==> src/rtl/latch_arb_pkg.sv <==
// Shared types, default parameters and the round-robin pick function
// used by the latch write arbiter and its picker.
package latch_arb_pkg;

  localparam int DEF_NREQ  = 4;
  localparam int DEF_WIDTH = 8;
  localparam int DEF_NLAT  = 4;

  // Widest requester vector the pick function handles (NREQ is 2..8).
  localparam int MAX_NREQ = 8;
  localparam int MAX_PW   = 3;

  // Write sequencer: IDLE -> SETUP -> PULSE -> HOLD -> IDLE.
  typedef enum logic [1:0] {
    IDLE  = 2'd0,
    SETUP = 2'd1,
    PULSE = 2'd2,
    HOLD  = 2'd3
  } state_t;

  typedef struct packed {
    logic              valid;
    logic [MAX_PW-1:0] idx;
  } pick_t;

  // Rotating-priority search starting at ptr and wrapping modulo nreq.
  // The loop runs from the farthest offset down so the nearest request
  // to ptr is the last one written, and therefore the winner.
  function automatic pick_t rr_pick(input logic [MAX_NREQ-1:0] req,
                                    input logic [MAX_PW-1:0]   ptr,
                                    input int                  nreq);
    pick_t p;
    int    j;
    p = '0;
    for (int i = MAX_NREQ - 1; i >= 0; i--) begin
      if (i < nreq) begin
        j = (int'(ptr) + i) % nreq;
        if (req[j[MAX_PW-1:0]]) begin
          p.valid = 1'b1;
          p.idx   = j[MAX_PW-1:0];
        end
      end
    end
    return p;
  endfunction

endpackage

==> src/rtl/rr_arbiter.sv <==
// Combinational rotating-priority picker: one-hot winner among the
// active requests, searching upward from the pointer.
module rr_arbiter
  import latch_arb_pkg::*;
#(
  parameter  int NREQ = DEF_NREQ,
  localparam int PW   = $clog2(NREQ)
) (
  input  logic [NREQ-1:0] req_i,
  input  logic [PW-1:0]   ptr_i,
  output logic [NREQ-1:0] winner_o,
  output logic            valid_o
);

  pick_t pick;

  // Zero-extend into the package function and decode its index to one-hot.
  always_comb begin
    pick     = rr_pick(MAX_NREQ'(req_i), MAX_PW'(ptr_i), NREQ);
    valid_o  = pick.valid;
    winner_o = '0;
    if (pick.valid) winner_o[pick.idx[PW-1:0]] = 1'b1;
  end

endmodule

==> src/rtl/latch_write_arbiter.sv <==
// Round-robin write arbiter in front of a bank of level-sensitive latches.
// Each write is sequenced as setup / enable pulse / hold so D is stable for
// a full cycle on both sides of the EN pulse. Every output is a flop; the
// asynchronous reset drops EN immediately, even mid-pulse.
module latch_write_arbiter
  import latch_arb_pkg::*;
#(
  parameter  int NREQ  = DEF_NREQ,
  parameter  int WIDTH = DEF_WIDTH,
  parameter  int NLAT  = DEF_NLAT,
  localparam int AW    = (NLAT > 1) ? $clog2(NLAT) : 1,
  localparam int PW    = $clog2(NREQ)
) (
  input  logic                  CLK,
  input  logic                  R,
  input  logic [NREQ-1:0]       REQ,
  input  logic [NREQ*AW-1:0]    ADDR,
  input  logic [NREQ*WIDTH-1:0] WDATA,
  output logic [NREQ-1:0]       GNT,
  output logic [NREQ-1:0]       ACK,
  output logic                  ERR,
  output logic                  BUSY,
  output logic [WIDTH-1:0]      D,
  output logic [NLAT-1:0]       EN,
  output state_t                STATE_DBG
);

  state_t           state_q, state_d;
  logic [PW-1:0]    ptr_q, ptr_d;
  logic [PW-1:0]    widx_q, widx_d;
  logic [AW-1:0]    addr_q, addr_d;
  logic [WIDTH-1:0] d_q, d_d;
  logic [NREQ-1:0]  gnt_q, gnt_d;
  logic [NREQ-1:0]  ack_q, ack_d;
  logic [NLAT-1:0]  en_q, en_d;
  logic             err_q, err_d;
  logic             busy_q, busy_d;

  logic [NREQ-1:0]  winner;
  logic             win_valid;
  logic [PW-1:0]    win_idx;
  logic [AW-1:0]    sel_addr;
  logic [WIDTH-1:0] sel_data;
  logic             addr_ok;

  rr_arbiter #(.NREQ(NREQ)) u_rr (
    .req_i   (REQ),
    .ptr_i   (ptr_q),
    .winner_o(winner),
    .valid_o (win_valid)
  );

  // Encode the winner and select its address/data for capture.
  always_comb begin
    win_idx = '0;
    for (int i = 0; i < NREQ; i++) begin
      if (winner[i]) win_idx = PW'(i);
    end
    sel_addr = ADDR[win_idx*AW +: AW];
    sel_data = WDATA[win_idx*WIDTH +: WIDTH];
    addr_ok  = 32'(addr_q) < NLAT;
  end

  // State and datapath registers; reset clears EN without waiting for CLK.
  always_ff @(posedge CLK or negedge R) begin
    if (!R) begin
      state_q <= IDLE;
      ptr_q   <= '0;
      widx_q  <= '0;
      addr_q  <= '0;
      d_q     <= '0;
      gnt_q   <= '0;
      ack_q   <= '0;
      en_q    <= '0;
      err_q   <= 1'b0;
      busy_q  <= 1'b0;
    end else begin
      state_q <= state_d;
      ptr_q   <= ptr_d;
      widx_q  <= widx_d;
      addr_q  <= addr_d;
      d_q     <= d_d;
      gnt_q   <= gnt_d;
      ack_q   <= ack_d;
      en_q    <= en_d;
      err_q   <= err_d;
      busy_q  <= busy_d;
    end
  end

  // Next-state: only IDLE waits; the other states always advance.
  always_comb begin
    state_d = state_q;
    unique case (state_q)
      IDLE:  if (win_valid) state_d = SETUP;
      SETUP: state_d = PULSE;
      PULSE: state_d = HOLD;
      HOLD:  state_d = IDLE;
      default: state_d = IDLE;
    endcase
  end

  // Registered outputs: each value is computed for the state being entered.
  always_comb begin
    ptr_d  = ptr_q;
    widx_d = widx_q;
    addr_d = addr_q;
    d_d    = d_q;
    gnt_d  = gnt_q;
    ack_d  = '0;
    en_d   = '0;
    err_d  = 1'b0;
    busy_d = (state_d != IDLE);
    unique case (state_q)
      IDLE: begin
        if (win_valid) begin
          widx_d = win_idx;
          addr_d = sel_addr;
          d_d    = sel_data;
          gnt_d  = winner;
        end
      end
      SETUP: begin
        for (int i = 0; i < NLAT; i++) begin
          en_d[i] = addr_ok && (32'(addr_q) == i);
        end
      end
      PULSE: begin
        ack_d = gnt_q;
        err_d = !addr_ok;
      end
      HOLD: begin
        gnt_d = '0;
        ptr_d = (32'(widx_q) == NREQ - 1) ? '0 : widx_q + PW'(1);
      end
      default: ;
    endcase
  end

  assign GNT       = gnt_q;
  assign ACK       = ack_q;
  assign ERR       = err_q;
  assign BUSY      = busy_q;
  assign D         = d_q;
  assign EN        = en_q;
  assign STATE_DBG = state_q;

endmodule

==> config.mk <==
export PLATFORM = sky130hd
export DESIGN_NAME = latch_write_arbiter
export DESIGN_NICKNAME = d
export VERILOG_FILES = /design/src/rtl/latch_arb_pkg.sv /design/src/rtl/rr_arbiter.sv /design/src/rtl/latch_write_arbiter.sv
export SDC_FILE = /design/constraint.sdc
export NUM_CORES = 1
export LEC_CHECK = 0
export CAP_MARGIN = 0
export CORE_ASPECT_RATIO = 1.5
export CORE_UTILIZATION = 44
export CTS_CLUSTER_DIAMETER = 100
export DETAILED_ROUTE_END_ITERATION = 8
export PLACE_DENSITY = 0.87
export SYNTH_ARGS = -nofsm -noshare
export SYNTH_HDL_FRONTEND = slang
export SYNTH_SLANG_ARGS = --single-unit
export TNS_END_PERCENT = 1
==> constraint.sdc <==
create_clock -name CLK -period 3.3 [get_ports CLK]
set_input_delay 0.99 -clock CLK [delete_from_list [all_inputs] [get_ports CLK]]
set_output_delay 0.99 -clock CLK [all_outputs]
set_load 0.01 [all_outputs]
After elaboration in Yosys (flattened, before gate mapping) --
Index checks and enable logic that the tools add are counted. W data, S select, Z words.
Word-level totals: output and inout port bits 24, bits in registers 29, input port bits 46, logic and storage cells 67
Operators by class: add/sub/neg operators 4, order comparisons 6, muxes and demuxes 25, reduce and logical (&&, ||, !) cells 10, shift operators 2, equality and inequality tests 8, bitwise logic cells 3
Operators with widths (count):
- $mux W4 | 8
- $shiftx A32 B6 Y8 | 1
- $lt A3 B4 Y1 const B | 3
- $eq A2 B2 Y1 const B | 5
- $bmux W1 S3 | 3
- $mux W2 | 4
- $pmux W2 S4 | 1
- $pmux W4 S2 | 1
- $shiftx A8 B4 Y2 | 1
- $mux W1 | 6
- $reduce_or A2 Y1 | 3
- $add A2 B1 Y2 const B | 2
- $add A2 B2 Y2 const B | 2
- $eq A2 B1 Y1 const B | 2
- $logic_not A2 Y1 | 2
- $lt A2 B4 Y1 const B | 1
- $reduce_and A2 Y1 | 2
- $reduce_bool A2 Y1 | 2
- $and A1 B1 Y1 const A | 3
- $lt A2 B3 Y1 const B | 1
- $bmux W1 S2 | 1
- $demux W1 S2 | 1
- $ge A2 B1 Y1 const B | 1
- $ne A2 B1 Y1 const B | 1
- $logic_and A1 B1 Y1 | 1

Depth between registers and ports, before layout --
Gate-level depths: netlist of run 1.
word-level depth 18, gate-level depth with buffers 7, mapped depth without buffers 6

Modules after synthesis --
A second synthesis of run 1 with hierarchy kept.
Second synthesis, totals: cells, all modules 158, area, all modules 1604.0 sq um
By module, submodules not included:
- latch_write_arbiter | instances 1, sequential area each 725.7 sq um, cells an instance 138, area an instance 1485.2 sq um
- rr_arbiter | instances 1, sequential area each 0.0 sq um, cells an instance 20, area an instance 118.9 sq um

Worst setup path before layout of run 1 --
No wires, ideal clock.
kind input-to-reg, start point input port REQ[1], end point register gnt_q[3] (netlist: GNT[3]), path slack 1.163 ns, data arrival time 2.042 ns, buffers on the path 1, stages 4, setup time 0.096 ns, data required time 3.204 ns, path through o41ai_4 clkbuf_1 o211ai_1 o31ai_1
On the way: word-level cells in the longest chain between the ends 13, elaborated cells on any way between the ends 22, classes of those cells order compare: 2; eq/ne: 1; mux: 17; reduce/logical: 2
Ends and longest elaborated chain:
- start, declared | line latch_write_arbiter.sv:16 | input logic [NREQ-1:0] REQ,
- $bmux W1 S3 | line latch_arb_pkg.sv:38 | if (req[j[MAX_PW-1:0]]) begin
- $mux W1 (implied by the code) | line latch_arb_pkg.sv:38
- $mux W4 (3 in series) | line latch_arb_pkg.sv:38
- $mux W4 * | line latch_arb_pkg.sv:38
- $lt A2 B3 Y1 (implied by the code) / $ge A2 B1 Y1 (equally long branches) | line rr_arbiter.sv:22 | if (pick.valid) winner_o[pick.idx[PW-1:0]] = 1'b1;
- $logic_and A1 B1 Y1 (implied by the code) | line rr_arbiter.sv:22
- $mux W1 (implied by the code) | line rr_arbiter.sv:22
- $demux W1 S2
- $mux W4 | line rr_arbiter.sv:22
- $mux W4 | line latch_write_arbiter.sv:116 | if (win_valid) begin
- $pmux W4 S2 | line latch_write_arbiter.sv:114 | unique case (state_q)
- end signal, assigned | line latch_write_arbiter.sv:83 | gnt_q <= gnt_d;
- end, declared | line latch_write_arbiter.sv:33 | logic [NREQ-1:0] gnt_q, gnt_d;
Mark *: on every way between the ends. The rest lies on a longest branch, timed or not. The select of a mux whose other input is x is not followed. A chain may end at the register's enable or synchronous reset.

Worst setup path after layout of run 1 --
start point input port REQ[3], end point register d_q[5] (netlist: D[5])
On the way: word-level cells in the longest chain between the ends 15, elaborated cells on any way between the ends 23, classes of those cells order compare: 2; shift: 1; mux: 18; reduce/logical: 2
Ends and longest elaborated chain:
- $bmux W1 S3 | line latch_arb_pkg.sv:38
- $mux W1 (implied by the code) | line latch_arb_pkg.sv:38
- $mux W4 (3 in series) | line latch_arb_pkg.sv:38
- $mux W4 * | line latch_arb_pkg.sv:38
- $lt A2 B3 Y1 (implied by the code) / $ge A2 B1 Y1 (equally long branches) | line rr_arbiter.sv:22
- $logic_and A1 B1 Y1 (implied by the code) | line rr_arbiter.sv:22
- $mux W1 (implied by the code) | line rr_arbiter.sv:22
- $demux W1 S2
- $mux W4 | line rr_arbiter.sv:22
- $mux W1 | line latch_write_arbiter.sv:57 | if (winner[i]) win_idx = PW'(i);
- $mux W2 (2 in series) | line latch_write_arbiter.sv:57
- $shiftx A32 B6 Y8 | line latch_write_arbiter.sv:60 | sel_data = WDATA[win_idx*WIDTH +: WIDTH];
- end signal, assigned | line latch_write_arbiter.sv:71 | d_q <= '0;
- end signal, assigned | line latch_write_arbiter.sv:82 | d_q <= d_d;
- end, declared | line latch_write_arbiter.sv:32 | logic [WIDTH-1:0] d_q, d_d;
Marks and branches as above.

==> results of run 1 <==
==> worst paths after layout <==
kind / end
hold / removal: ptr_q[0]$_DFFE_PN0P_
setup reg to reg: D[0]$_DFFE_PN0P_
hold reg to reg: ptr_q[0]$_DFFE_PN0P_
min in group asynchronous: ACK[3]$_DFF_PN0_
max in group asynchronous: EN[1]$_DFF_PN0_
setup / recovery: D[5]$_DFFE_PN0P_
==> metrics by stage <==
| stage | instance area [sq um] | worst slack (ps) |
|---|---|---|
| CTS | 2300 | 593.5 |
| global placement | 2213 | 447.0 |
| detailed placement | 2213 | 310.1 |
| global route | 2300 | 471.3 |
| floorplan | 1523 | 1163 |
| finish | 2300 | 580.7 |
==> cell type report <==
type / count / area [sq um]
Clock buffer: 7 / 86.33
Fill cell: 244 / 922.1
Inverter: 4 / 15.01
Multi-Input combinational cell: 92 / 719.4
Sequential cell: 29 / 725.7
Tap cell: 40 / 50.05
Timing Repair Buffer: 71 / 703.2
==> kinds of logic after synthesis <==
family	after synthesis
simple gates	38
flops	29
mux	22
other cells	1
compound gates	26
fa+ha+maj	5
buf+inv	11
==> worst max-delay path: stages <==
cell	delay [ps]
clkdlybuf4s50_1	550
nand3b_1	230
o21ai_1	100
a211o_1	210
buf_4	350
mux2i_1	270
o221ai_1	140
==> power by group <==
part | internal, mW | leakage (nW) | total (mW) | switching, mW
clock network | 0.165 | 0.0443 | 0.294 | 0.129
registers | 0.498 | 0.370 | 0.611 | 0.113
logic | 0.477 | 0.629 | 0.917 | 0.440
==> state kept, by name, summed over array words and instances (netlist names) <==
| register | cells |
|---|---|
| D | 8 |
| ACK | 4 |
| EN | 4 |
| GNT | 4 |
| STATE_DBG | 2 |
| addr_q | 2 |
| ptr_q | 2 |
| widx_q | 2 |
| BUSY | 1 |
==> placed cells by master (no fill, tap or decap) <==
master	netlist	routed
o31ai_1	2	2
mux2i_1	21	21
clkbuf_1	2	1
o41ai_4	1	1
or2_2	1	1
nand2_1	20	20
o21a_1	1	1
nor3b_1	2	2
and3b_1	1	1
conb_1	1	1
clkbuf_8	0	6
o211ai_1	1	1
nand2b_1	1	1
dfrtp_1	29	29
clkdlybuf4s50_1	0	68
o41ai_1	1	1
a2111oi_4	1	1
o41a_1	1	1
o221ai_1	9	9
o2bb2ai_1	1	1
o22ai_1	1	1
a21oi_1	1	1
a211o_1	1	1
o21ai_1	1	1
a32o_1	2	2
ha_1	5	5
mux2_2	1	1
buf_4	1	3
inv_1	4	4
nand3b_1	1	1
a211oi_1	1	1
nor2_1	5	5
o21ai_0	1	1
and2_1	5	5
and3_1	1	1
or2_1	1	1
==> layer usage <==
metal	global-route usage (%)	part of all wire, %	vias up
met4	11.11	2.2	0
met2	45.93	59	57
met1	23.81	34	647
met3	5.521	4.9	9
met5	0	0	-
li1	-	-	618
==> metrics.txt, run 1 <==
die area=about 3700 sq um; PostCTS Resize Cnt=0; crit end category=flop; antenna violations before repair=0; Warnings, synthesis=0; FMAX=about 0.37 GHz; Clock Path Buffers=2; syn_nets=between 150 and 200; main combinational cell family by area after synthesis=compound AO/OA/AOI/OAI gates; Leak Pwr=approximately 1.0 nW; Final setup viols=0; Post-Synth XOR/XNOR Area=0%; H-tree Lvls=2; gpl congestion=just over 0.8; fraction of the mapped netlist area in simple logic gates=11.91%; Final Power=1.823 mW; Avg Cell Area, Syn=11.54 sq um; Placed Instances=roughly 240; Async SR Flop Fraction=100.0%; crit share post-route=82.40%; RSZ-0062 raised after global routing=false; Synth Flop Type=dfrtp_1; 1st-iter DRT viols=27; worst skew pair latency=280 ps; Ant. Diodes=0; CTS root buffer=clkbuf_8; final antenna-violating net count=0; largest area contributor in the netlist=dfrtp_1; CTS tree=done; Yosys cell types=37; final std cells w/o fill=between 200 and 250; Num CTS Buffers=5; Post-CTS Setup Bufs=0; start point of the critical path=REQ[3]; Max VDD drop=between 0.4 and 0.5 mV; post-DP HPWL=2969 um; mux contribution to synthesized area=between 10% and 20%; Max Slew Vio Count=0; minimum clock period=2719 ps; Reg2Reg Depth=5; number of enable flip-flop cells after synthesis=0; DRT Pass-1 Iters=4; status=complete, no violations; Post-Syn Area=1523 sq um; Final Hold Fails=0; post-synth top area share=between 40% and 50%; hold_ws=~500 ps; fin util=between 70% and 80%; Layout area overhead=51.03%; Pwr per Cell Area=between 700 and 800 nW/um^2; Residual DRC=0; sequential area share after synthesis=a little under half; Total GRT Usage=a little under a quarter; layout cell share with drive strength beyond 1=under 10%; Worst slew margin=about three fifths; die width=approximately 50 um; maximum fanout along the worst path=23; Compound-Gate Fraction of Synth Area=between 10% and 20%; die height=around 74 um; count leader, synth=dfrtp_1; Hold Path Stages=1; Post-Synthesis Cells=between 100 and 150; Yosys reg bits=29; reg-to-reg slack, setup=1450 ps; Initial Util=between 40 and 50%; number of I/O pins=70; min-delay src=widx_q[0]$_DFFE_PN0P_; setup TNS=0 ps; # hold bufs at CTS=0; Wirelength per Cell=around 16 um; CP Data Required Time=roughly 3400 ps; grt ovf=0; nature of the critical path startpoint=primary input; worst r2r src=ptr_q[1]$_DFFE_PN0P_; Cell Rows=25; drt via density=5.477; area share of fa/ha/maj cells after synthesis=under 10%; largest net degree at the start of global routing=30; vias in the first global route=1504; clk_skew=slightly below 6 ps; Nets=approximately 250; Slew @ Worst Pin=approximately 580 ps; IO buf count=68; Total Wirelength=around 4000 um; first-pass GRT wire length=~6600 um; top cells by count, synth=29 x dfrtp_1, 21 x mux2i_1, 20 x nand2_1, 9 x o221ai_1; core box area=roughly 3200 sq um; CP Class=primary input to flop; crit path DAT=roughly 2900 ps; Clock Sinks=29; max-cap violations=0; hold crit path type=flop to flop; Clock Pin Slew Worst Setup and Hold Paths=60 ps; Synth area leaders=dfrtp_1 48%, mux2i_1 14%, o221ai_1 5.2%; routed via count=1331
Note: power is estimated with default switching activity, not from simulation.
==> run 2: changes to the inputs <==
--- a/config.mk
+++ b/config.mk
@@ -7,10 +7,10 @@
 export LEC_CHECK = 0
 export CAP_MARGIN = 0
 export CORE_ASPECT_RATIO = 1.5
-export CORE_UTILIZATION = 44
+export CORE_UTILIZATION = 37
 export CTS_CLUSTER_DIAMETER = 100
 export DETAILED_ROUTE_END_ITERATION = 8
-export PLACE_DENSITY = 0.87
+export PLACE_DENSITY = 0.78
 export SYNTH_ARGS = -nofsm -noshare
 export SYNTH_HDL_FRONTEND = slang
 export SYNTH_SLANG_ARGS = --single-unit
==> constraint.sdc (replaced) <==
create_clock -name CLK -period 2.5 [get_ports CLK]
set_input_delay 0.75 -clock CLK [delete_from_list [all_inputs] [get_ports CLK]]
set_output_delay 0.75 -clock CLK [all_outputs]
set_load 0.01 [all_outputs]
==> run 2 against run 1 <==
  * Clock power rose by 20%
  * Worst setup slack got worse by 350 ps
  * Sequential power rose by 30%
  * Routed wire length fell by 13%
  * Core utilization fell by 12 points
  * Register-to-register slack got worse by 690 ps
  * Sequential share of layout area fell by 0.70 points
  * Worst hold slack got worse by 10 ps
  * Power rose by 31%
  * Die area rose by 18%
  * Critical path depth did not move
  * Cell count rose by 5.3%
  * Highest routed layer unchanged
==> metrics.txt, run 2 (synthesis results as in run 1) <==
status=complete, no violations; Nets=261 (+2.8%); sequential power share=33.4% (about the same); Cell Rows=28 (+12%); reg-to-reg slack, setup=760 ps (-690 ps); # hold bufs at CTS=0 (unchanged); crit end category=flop; max-cap violations=0 (unchanged); clock share of power=14.8% (-1.4 points); RSZ-0062 raised after global routing=false; Layout area overhead=54.48%; Residual DRC=0 (unchanged); number of I/O pins=70 (unchanged); Num CTS Buffers=5 (unchanged); Pwr per Cell Area=1013 nW/um^2 (+28%); DRT Pass-1 Iters=4 (unchanged); FMAX=about 0.44 GHz; final antenna-violating net count=0 (unchanged); nature of the critical path startpoint=primary input; clk_skew=3.042 ps (-2.839 ps); Ant. Diodes=0 (unchanged); Wirelength per Cell=13.53 um (-17%); minimum clock period=approximately 2300 ps; largest net degree at the start of global routing=30 (unchanged); IO buf count=68 (unchanged); cell-internal power=1.521 mW (+33%); die width=54.38 um (+8.7%); routed via count=1310 (-1.6%); Sw Share=36.16% (-1.3 points); post-DP HPWL=2688 um (-9.5%); vias in the first global route=1293 (-14%); Total Wirelength=3464 um (-13%); most common cell after layout, fill and taps aside=clkdlybuf4s50_1; core box area=3959 sq um (+23%); Final Power=2.383 mW (+31%); Final Hold Fails=0 (unchanged); CTS tree=done; worst skew pair latency=270 ps (about the same); Clock Path Buffers=2 (unchanged); gpl congestion=0.8115 (+0.57%); CP Data Required Time=2630 ps (-810 ps); Clock Pin Slew Worst Setup and Hold Paths=50 ps (about the same); maximum fanout along the worst path=16 (-30%); Sw Pwr=0.8615 mW (+26%); first-pass GRT wire length=5375 um (-19%); 1st-iter DRT viols=41 (+52%); commonest cells after routing, fill and taps aside=68 x clkdlybuf4s50_1, 29 x dfrtp_1, 21 x mux2i_1; hold crit path type=flop to flop; Clock Sinks=29 (unchanged); layout cell share with drive strength beyond 1=9.005% (+2.6 points); drt via density=5.117 (-6.6%); crit share post-route=90.75%; grt ovf=0 (unchanged); crit path DAT=2400 ps (-460 ps); CP Class=primary input to flop; Initial Util=38.46% (-8.8 points); die height=80.57 um (+8.8%); Max Slew Vio Count=0 (unchanged); antenna violations before repair=0 (unchanged); die area=4381 sq um (+18%); fill cell count=363 (+49%); fin util=59.42% (-12 points); Max VDD drop=0.5560 mV (+19%); Post-CTS Setup Bufs=0 (unchanged); number of flip-flops in the largest register=8 (unchanged); PostCTS Resize Cnt=0 (unchanged); combinational power share=51.8% (+1.5 points); Final setup viols=0 (unchanged); Total GRT Usage=17.19% (-6.7 points); H-tree Lvls=2 (unchanged); Leak Pwr=1.071 nW (+2.7%); CTS root buffer=clkbuf_8
run 2: through the flow:
stage / area (sq um) / setup slack [ps] / setup TNS [ps] / instances / hold slack [ps]
final: 2352 / 231.3 / 0 / 256 / 480.6
after detailed placement: 2272 / -41.08 / -122.2 / 248 / 474.8
after global routing: 2352 / 71.60 / 0 / 256 / 524.7
after floorplan: 1523 / 602.8 / 0 / 132 / 449.3
after global placement: 2272 / 17.65 / 0 / 248 / 467.5
after CTS: 2352 / 227.3 / 0 / 256 / 486.3
run 2: layer usage:
metal	track usage (%)	vias to the layer above	share of wire, %
li1	-	636	-
met1	18.86	610	39
met2	28.78	56	52
met3	5.492	8	6.2
met4	7.949	0	2.5
met5	0	-	0
run 2: layout make-up:
cell class              count  area, sq um  share of cell area (%)
repair buffers             78        755.7                   32.13
flip-flops and latches     29        725.7                   30.85
multi-input cells          92        719.4                   30.59
clock buffers               8        80.08                   3.404
well taps                  45        56.30                   2.394
inverters                   4        15.01                  0.6383
run 2: power groups by stage:
stage	clock network [mW]	registers, mW	logic, mW
global placement	0	0.802	1.22
floorplan	0	0.841	0.691
finish	0.352	0.796	1.23
CTS	0.362	0.798	1.25
detailed placement	0	0.801	1.25
global route	0.386	0.824	1.36
run 2: critical path: stages:
cell             delay [ps]
clkdlybuf4s50_1         590
inv_1                    60
o22ai_1                 160
a211o_1                 170
buf_4                   270
mux2i_1                 230
o221ai_1                150
run 2: final timing paths:
kind	start	end	depth (start not counted)
max in group asynchronous	R	widx_q[0]$_DFFE_PN0P_	2
setup / recovery	REQ[1]	D[6]$_DFFE_PN0P_	7
setup reg to reg	ptr_q[1]$_DFFE_PN0P_	D[6]$_DFFE_PN0P_	5
min in group asynchronous	R	ACK[1]$_DFF_PN0_	2
hold / removal	widx_q[1]$_DFFE_PN0P_	widx_q[1]$_DFFE_PN0P_	2
hold reg to reg	widx_q[1]$_DFFE_PN0P_	widx_q[1]$_DFFE_PN0P_	2
==> run 3: changes to the inputs <==
--- a/config.mk
+++ b/config.mk
@@ -8,6 +8,7 @@
 export CAP_MARGIN = 0
 export CORE_ASPECT_RATIO = 1.5
 export CORE_UTILIZATION = 37
+export CTS_BUF_LIST = sky130_fd_sc_hd__clkbuf_4 sky130_fd_sc_hd__clkbuf_8 sky130_fd_sc_hd__clkbuf_16
 export CTS_CLUSTER_DIAMETER = 100
 export DETAILED_ROUTE_END_ITERATION = 8
 export PLACE_DENSITY = 0.78
==> run 3 against run 2 <==
  * Clock power is 9.1% higher
  * Cell count stayed put
  * Highest routed layer unchanged
  * Register-to-register slack hardly changed
  * Core utilization is 0.28 points higher
==> metrics.txt, run 3 (synthesis results as in run 1) <==
status=complete, no violations; CTS root buffer=clkbuf_8; number of I/O pins=70 (unchanged); Nets=261 (unchanged); fin worst setup slack=234.9 ps (+3.575 ps); reg-to-reg slack, setup=750 ps (about the same); gpl congestion=0.8115 (unchanged); Clock Sinks=29 (unchanged); crit path DAT=2390 ps (about the same); most common cell after layout, fill and taps aside=clkdlybuf4s50_1; maximum fanout along the worst path=16 (unchanged); hold crit path type=flop to flop; worst r2r src=ptr_q[1]$_DFFE_PN0P_; max-cap violations=0 (unchanged); worst path bufs/invs=3 (unchanged); start point of the critical path=REQ[1]; FMAX=0.4415 GHz (+0.16%); Total GRT Usage=17.20% (about the same); Num CTS Buffers=5 (unchanged); Wirelength per Cell=13.61 um (+0.58%); grt ovf=0 (unchanged); PostCTS Resize Cnt=0 (unchanged); r2r endpoint=D[6]$_DFFE_PN0P_; Cell Rows=28 (unchanged); most used routing layer=met2; Max Slew Vio Count=0 (unchanged); Placed Instance Area=2272 sq um (unchanged); Hold Path Stages=2 (unchanged); drt via density=5.098 (-0.38%); die area=4381 sq um (unchanged); RSZ-0062 raised after global routing=false; die height=80.57 um (unchanged); core box area=3959 sq um (unchanged); Residual DRC=0 (unchanged); crit end category=flop; Clock Path Buffers=2 (unchanged); met3 Resource Use GR=5.492% (unchanged); nature of the critical path startpoint=primary input; routed via count=1305 (-0.38%); Max VDD drop=0.5582 mV (+0.41%); largest net degree at the start of global routing=30 (unchanged); Pwr per Cell Area=1023 nW/um^2 (+0.98%); CP Data Required Time=2630 ps (about the same); Layout area overhead=55.22%; worst skew pair latency=270 ps (about the same); Leak Pwr=1.081 nW (+0.96%); post-DP HPWL=2688 um (unchanged); 1st-iter DRT viols=35 (-15%); M2 GR Usage=28.78% (unchanged); Ant. Diodes=0 (unchanged); Clock Pin Slew Worst Setup and Hold Paths=50 ps (about the same); Reg2Reg Depth=5 (unchanged); critical path's top delay family=buffers and inverters; post-route cell area=2364 sq um (+0.48%); number of flip-flops in the largest register=8 (unchanged); slowest CP cell=clkdlybuf4s50_1; Post-CTS Setup Bufs=0 (unchanged); CP Cell Sequence=clkdlybuf4s50_1 -> inv_1 -> o22ai_1 -> a211o_1 -> buf_4 -> mux2i_1 -> o221ai_1; commonest cells after routing, fill and taps aside=68 x clkdlybuf4s50_1, 29 x dfrtp_1, 21 x mux2i_1; DRT Pass-1 Iters=4 (unchanged); antenna violations before repair=0 (unchanged); # hold bufs at CTS=0 (unchanged); layout cell share with drive strength beyond 1=10.43% (+1.4 points); Total Wirelength=3484 um (+0.58%); H-tree Lvls=2 (unchanged); crit share post-route=90.60% (-0.14 points); Worst Hold End=widx_q[1]$_DFFE_PN0P_; met1 GRT Util=18.88% (+0.022 points); clk_skew=3.935 ps (+0.8936 ps); CP Class=primary input to flop; minimum clock period=2265 ps (-3.575 ps); Final setup viols=0 (unchanged); hold_ws=479.9 ps (-0.6820 ps); die width=54.38 um (unchanged); fill cell count=363 (unchanged); first-pass GRT wire length=5375 um (unchanged); fin util=59.70% (+0.28 points); CTS tree=done; Largest stage delay, worst path=590 ps (about the same); Final Hold Fails=0 (unchanged); Initial Util=38.46% (unchanged); vias in the first global route=1292 (-0.077%); final antenna-violating net count=0 (unchanged); DP Worst Slack=-41.08 ps (unchanged); IO buf count=68 (unchanged); min-delay src=widx_q[1]$_DFFE_PN0P_; setup TNS=0 ps (unchanged)
run 3: changes by cell type in the layout (fill, tap and decap cells not counted):
cell,change
clkbuf_4,+3
clkbuf_1,-3
run 3: worst max-delay path by stage:
stage	endpoint	slack (ps)	cells past startpoint
after floorplan	GNT[3]$_DFFE_PN0P_	600	4
after global placement	addr_q[0]$_DFFE_PN0P_	20	6
after detailed placement	addr_q[0]$_DFFE_PN0P_	-40	6
after CTS	addr_q[0]$_DFFE_PN0P_	230	6
after global routing	D[6]$_DFFE_PN0P_	70	6
final	D[6]$_DFFE_PN0P_	230	7
run 3: layout make-up:
type	count	area, sq um	area share [%]
clock buffers	8	91.34	3.864
well taps	45	56.30	2.382
multi-input cells	92	719.4	30.44
repair buffers	78	755.7	31.97
inverters	4	15.01	0.6353
flip-flops and latches	29	725.7	30.70
run 3: stage by stage:
stage                     power, mW  instances
after global placement        2.024        248
after detailed placement      2.051        248
after global routing          2.600        256
after floorplan               1.532        132
final                         2.417        256
after CTS                     2.448        256
run 3: worst reg2reg max path, cell delays in order (launching register included):
cell       delay (ps)
dfrtp_1           470
mux2i_1           240
o2bb2ai_1         180
or2_1             280
nand2_1           250
o221ai_1          240
run 3: power breakdown:
part | internal [mW] | total (mW) | switching [mW]
clock | 0.229 | 0.384 | 0.155
combinational | 0.666 | 1.24 | 0.570
sequential | 0.658 | 0.797 | 0.139
run 3: routing by layer:
metal	share of wire, %	vias to the layer above
met5	0	-
met4	2.4	0
met3	5.9	8
met2	52	51
met1	39	612
li1	-	634
